===== config.mk =====
export PLATFORM = sky130hd
export DESIGN_NAME = dpi_mem_arbiter
export DESIGN_NICKNAME = d
export VERILOG_FILES = /design/src/rtl/dpi_mem_arbiter.sv
export SDC_FILE = /design/constraint.sdc
export NUM_CORES = 1
export LEC_CHECK = 0
export CORE_AREA = 4 4 156 98
export CTS_BUF_LIST = sky130_fd_sc_hd__clkbuf_16
export DETAILED_ROUTE_END_ITERATION = 10
export DIE_AREA = 0 0 160 102
export PLACE_DENSITY = 0.86
export SYNTH_ARGS = -nofsm -noshare
export SYNTH_HDL_FRONTEND = slang
export SYNTH_SLANG_ARGS = --single-unit

===== constraint.sdc =====
create_clock -name clock -period 2.4 [get_ports clock]
set_input_delay 0.36 -clock clock [delete_from_list [all_inputs] [get_ports clock]]
set_output_delay 0.36 -clock clock [all_outputs]
set_load 0.01 [all_outputs]

===== src/rtl/dpi_mem_arbiter.sv =====
// Two-master (IFU/LSU) arbiter and sequencer in front of a single-port memory model.
// One transaction at a time: round-robin grant, optional wait latency, one-cycle strobe, held response.
module dpi_mem_arbiter #(
    parameter int ADDR_W    = 32,
    parameter int DATA_W    = 32,
    parameter int MEM_DELAY = 0
) (
    input  logic                clock,
    input  logic                reset,
    input  logic                ifu_req_valid,
    output logic                ifu_req_ready,
    input  logic [ADDR_W-1:0]   ifu_req_addr,
    output logic                ifu_resp_valid,
    input  logic                ifu_resp_ready,
    output logic [DATA_W-1:0]   ifu_resp_data,
    input  logic                lsu_req_valid,
    output logic                lsu_req_ready,
    input  logic                lsu_req_we,
    input  logic [ADDR_W-1:0]   lsu_req_addr,
    input  logic [DATA_W-1:0]   lsu_req_wdata,
    input  logic [DATA_W/8-1:0] lsu_req_wmask,
    output logic                lsu_resp_valid,
    input  logic                lsu_resp_ready,
    output logic [DATA_W-1:0]   lsu_resp_data,
    output logic                mem_ren,
    output logic [ADDR_W-1:0]   mem_raddr,
    input  logic [DATA_W-1:0]   mem_rdata,
    output logic                mem_wen,
    output logic [ADDR_W-1:0]   mem_waddr,
    output logic [DATA_W-1:0]   mem_wdata,
    output logic [DATA_W/8-1:0] mem_wmask
);

    localparam int MW = DATA_W / 8;
    localparam logic [3:0] CNT_INIT = (MEM_DELAY > 0) ? 4'(MEM_DELAY - 1) : 4'd0;

    typedef enum logic [1:0] {
        S_IDLE,
        S_WAIT,
        S_ACCESS,
        S_RESP
    } state_e;

    state_e              state_q, state_d;
    logic [3:0]          cnt_q, cnt_d;
    logic                owner_q, owner_d;   // 1 = LSU, 0 = IFU
    logic                last_q, last_d;     // 1 = LSU was last granted
    logic                we_q, we_d;
    logic [ADDR_W-1:0]   addr_q, addr_d;
    logic [DATA_W-1:0]   wdata_q, wdata_d;
    logic [MW-1:0]       wmask_q, wmask_d;
    logic [DATA_W-1:0]   resp_q, resp_d;

    logic grant_ifu, grant_lsu, owner_ready;

    always_comb begin
        grant_ifu   = ifu_req_valid && (!lsu_req_valid || last_q);
        grant_lsu   = lsu_req_valid && (!ifu_req_valid || !last_q);
        owner_ready = owner_q ? lsu_resp_ready : ifu_resp_ready;

        state_d = state_q;
        cnt_d   = cnt_q;
        owner_d = owner_q;
        last_d  = last_q;
        we_d    = we_q;
        addr_d  = addr_q;
        wdata_d = wdata_q;
        wmask_d = wmask_q;
        resp_d  = resp_q;

        ifu_req_ready  = 1'b0;
        lsu_req_ready  = 1'b0;
        ifu_resp_valid = 1'b0;
        lsu_resp_valid = 1'b0;
        ifu_resp_data  = '0;
        lsu_resp_data  = '0;
        mem_ren        = 1'b0;
        mem_wen        = 1'b0;
        mem_raddr      = '0;
        mem_waddr      = '0;
        mem_wdata      = '0;
        mem_wmask      = '0;

        case (state_q)
            S_IDLE: begin
                // Ready is gated by reset so every output is quiet while reset is held.
                ifu_req_ready = grant_ifu && reset;
                lsu_req_ready = grant_lsu && reset;
                if (grant_ifu || grant_lsu) begin
                    owner_d = grant_lsu;
                    we_d    = grant_lsu ? lsu_req_we    : 1'b0;
                    addr_d  = grant_lsu ? lsu_req_addr  : ifu_req_addr;
                    wdata_d = grant_lsu ? lsu_req_wdata : '0;
                    wmask_d = grant_lsu ? lsu_req_wmask : '0;
                    cnt_d   = CNT_INIT;
                    state_d = (MEM_DELAY > 0) ? S_WAIT : S_ACCESS;
                end
            end
            S_WAIT: begin
                if (cnt_q == 4'd0) begin
                    state_d = S_ACCESS;
                end else begin
                    cnt_d = cnt_q - 4'd1;
                end
            end
            S_ACCESS: begin
                mem_ren   = !we_q;
                mem_wen   = we_q;
                mem_raddr = addr_q;
                mem_waddr = addr_q;
                mem_wdata = wdata_q;
                mem_wmask = wmask_q;
                resp_d    = we_q ? '0 : mem_rdata;
                state_d   = S_RESP;
            end
            S_RESP: begin
                ifu_resp_valid = !owner_q;
                lsu_resp_valid = owner_q;
                ifu_resp_data  = owner_q ? '0 : resp_q;
                lsu_resp_data  = owner_q ? resp_q : '0;
                if (owner_ready) begin
                    last_d  = owner_q;
                    state_d = S_IDLE;
                end
            end
            default: state_d = S_IDLE;
        endcase
    end

    always_ff @(posedge clock or negedge reset) begin
        if (!reset) begin
            state_q <= S_IDLE;
            cnt_q   <= '0;
            owner_q <= 1'b0;
            last_q  <= 1'b1;
            we_q    <= 1'b0;
            addr_q  <= '0;
            wdata_q <= '0;
            wmask_q <= '0;
            resp_q  <= '0;
        end else begin
            state_q <= state_d;
            cnt_q   <= cnt_d;
            owner_q <= owner_d;
            last_q  <= last_d;
            we_q    <= we_d;
            addr_q  <= addr_d;
            wdata_q <= wdata_d;
            wmask_q <= wmask_d;
            resp_q  <= resp_d;
        end
    end

endmodule


==> metrics.csv <==
stage,metric,value,unit
floorplan,Total Die Area,0.0163,mm²
place,pre-CTS WS,194,ps
pwr,VDD IR max,0.522,mV
critical_path,startpoint types,flop,
global_route,initial antenna violation count,0,
critical_path,Worst EP arrival,1990,ps
floorplan,starting density of the core,41.7,%
global_route,total grt overflow,0,
sta,hold_ws,46.4,ps
yosys,"area leader, netlist",dfrtp_1,
floorplan,Die X,160,µm
global_route,largest net degree at the start of global routing,66,
place,post-DP HPWL,13.4,mm
sta,Max transition margin,44.1,%
global_route,GRT Total Usage,21.6,%
flow_run,Max-Cap Viols,0,
sta,Fin Clk Skew,10.1,ps
routing,Routed WL,18.8,mm
sta,final setup fails,0,
yosys,Synth Warn #,0,
yosys,syn_nets,744,
final_layout,antenna cells,0,
final_layout,final net count,1004,
critical_path,Worst EP required,2040,ps
floorplan,Die H,102,µm
critical_path,Critical Path Max Stage Delay,560,ps
clock_network,Num CTS Buffers,9,
yosys,Post-synth EDFFs,0,
critical_path,crit path capture type,output pin,
final_layout,final instance area,0.00926,mm²
clock_network,clock sinks,109,
clock_network,clock root buffer,clkbuf_16,
clock_network,worst-skew pair later-pin latency,340,ps
clock_network,"CTS clk-pin slew, worst paths",70,ps
sta,post-layout worst setup margin,50.2,ps
pwr,Power Total,10.8,mW
place,Cells after DPL,1025,
sta,Worst-Margin Slew,838,ps
routing,via count,5265,
sta,Fin Setup TNS,0,ps
clock_network,CTS H-tree depth,3,
place,port buffer count,308,
floorplan,I/O pin total,309,
critical_path,worst-path cell chain,"nor2b_4, buf_12, clkbuf_16, and2_1, clkdlybuf4s50_1",
global_route,number of global-route vias before repair,5220,
yosys,most common cell in the netlist,and2_1,
place,GP Congestion,0.779,
yosys,synthesized area,0.00586,mm²
routing,Initial DRC Count,277,
routing,vias per inst,5.02,
final_layout,post-layout util,66.0,%
global_route,global-route wire length before repair,28.4,mm
sta,Final period util,97.9,%
final_layout,ratio of cells with drive above 1 in the final layout,5.99,%
critical_path,critical path type,reg2out,
clock_network,number of buffers on the longest clock path,2,
yosys,Synth Instances,604,
routing,DR DRC count,0,
floorplan,Core ar.,0.0140,mm²
pwr,pwr dens,1170,mW/mm²
critical_path,slowest CP cell,clkdlybuf4s50_1,
place,Post-DP Area,0.00884,mm²
yosys,Mapped Avg Cell Area,9.70,µm²
worst_hold_path,min-delay worst type,in2async,
yosys,Synth Flop Type,dfrtp_1,
critical_path,CP Max Fanout,22,
outcome,status,"finished, final reports clean",
sta,"Hold Vio Cnt, Final",0,
floorplan,FP Rows,34,
clock_network,TritonCTS clock tree,done,
sta,Achievable Freq,426,MHz
routing,"antenna viol nets, final",0,
yosys,sequential share of the synthesized area,46.6,%
pwr,leak pwr,4.20,nW
routing,Routed wire per std cell,18.0,µm
yosys,fraction of registers with async set/reset,100,%
sta,crit path time final,2350,ps
routing,DR pass1 iterations,4,
yosys,Synth cell types,38,
final_layout,layout overhead on the synthesized area,58.1,%
yosys,post-synth top area share,46.1,%
yosys,#FFs+latches synth,109,
critical_path,worst-case reg-to-reg path depth,4,
final_layout,Post-Layout Cell Count,1048,
yosys,Area contributors post-synth,"dfrtp_1 (46%), and2_1 (14%), nand2_1 (6.3%)",
sta,Final Max Slew Viols,0,
yosys,Commonest cells post-synth,"and2_1 (133), dfrtp_1 (108), nand2_1 (98), buf_4 (38), a22o_1 (37)",
## critical path, delay by kind of cell (launching register included)
family	cells	cell delay [ps]
and+or+nand+nor	2	310
DFF	1	450
buffers and inverters	3	880
## per-layer routing
layer  GRT usage [%]  share of wire (%)
met1            26.9                 43
met5               0                  0
met3            8.30                8.6
met2            36.5                 47
met4            4.56                1.1
## final timing paths
path	from	slack, ps	end
worst max-delay path	state_q[0]$_DFFE_PN0P_	50	mem_raddr[14]
worst min-delay path	reset	50	addr_q[22]$_DFFE_PN0P_
worst max register to register	state_q[1]$_DFFE_PN0P_	510	addr_q[1]$_DFFE_PN0P_
worst min register to register	resp_q[3]$_DFFE_PN0N_	480	resp_q[3]$_DFFE_PN0N_
max in group asynchronous	reset	1250	resp_q[22]$_DFFE_PN0N_
min in group clock	resp_q[3]$_DFFE_PN0N_	480	resp_q[3]$_DFFE_PN0N_
## area by class of cell
type | instances | area, µm²
Fill cell | 1134 | 4770
Timing Repair Buffer | 332 | 3400
Sequential cell | 109 | 2730
Multi-Input combinational cell | 408 | 2620
Clock buffer | 9 | 225
Tap cell | 180 | 225
Clock inverter | 6 | 57.6
Inverter | 4 | 15.0
## layout by cell type, fill, tap and decap left out, types with 6 or more instances in the layout
cell / Yosys / final
buf_12: 0 / 6
a22o_1: 37 / 37
dlygate4sd2_1: 0 / 12
dfrtp_1: 108 / 107
nand2_1: 98 / 98
dlymetal6s2s_1: 0 / 9
nand3b_1: 32 / 32
o21ai_0: 6 / 6
clkdlybuf4s50_1: 0 / 286
a2bb2oi_1: 32 / 32
a211oi_1: 32 / 32
buf_4: 38 / 14
clkbuf_16: 0 / 12
and2_1: 133 / 131
## flip-flops by register name, summed over array words and instances, names as in the netlist
| register | count |
|---|---|
| addr_q | 32 |
| cnt_q | 4 |
| last_q | 1 |
| owner_q | 1 |
| resp_q | 32 |
| state_q | 2 |
| wdata_q | 32 |
| we_q | 1 |
| wmask_q | 4 |
## power by group
part           leakage (nW)  internal [mW]  switching (mW)
logic                  2.72           3.35            2.73
clock network         0.140          0.724           0.710
registers              1.33           2.73           0.555
total                  4.20           6.80            3.99
## kinds of logic (layout without fill, tap and decap cells)
kind of cell             count (synthesis)  count (layout)  share of synthesized area (%)
flip-flops                             109             109                           46.6
AO/OA/AOI/OAI                          116             116                           16.2
AND/OR/NAND/NOR                        288             288                           27.4
multiplexers                             3               3                          0.513
buffers and inverters                   87             351                           9.08
adder cells (fa/ha/maj)                  1               1                          0.214
## repair_timing
item,in CTS,in global routing
setup endpoints to repair,150,91
endpoints found under the hold margin,3,0
hold buffers,1,0
buffers inserted,0,4
cloned,0,3
resized for setup,15,10
(Power assumes the default switching activity.)
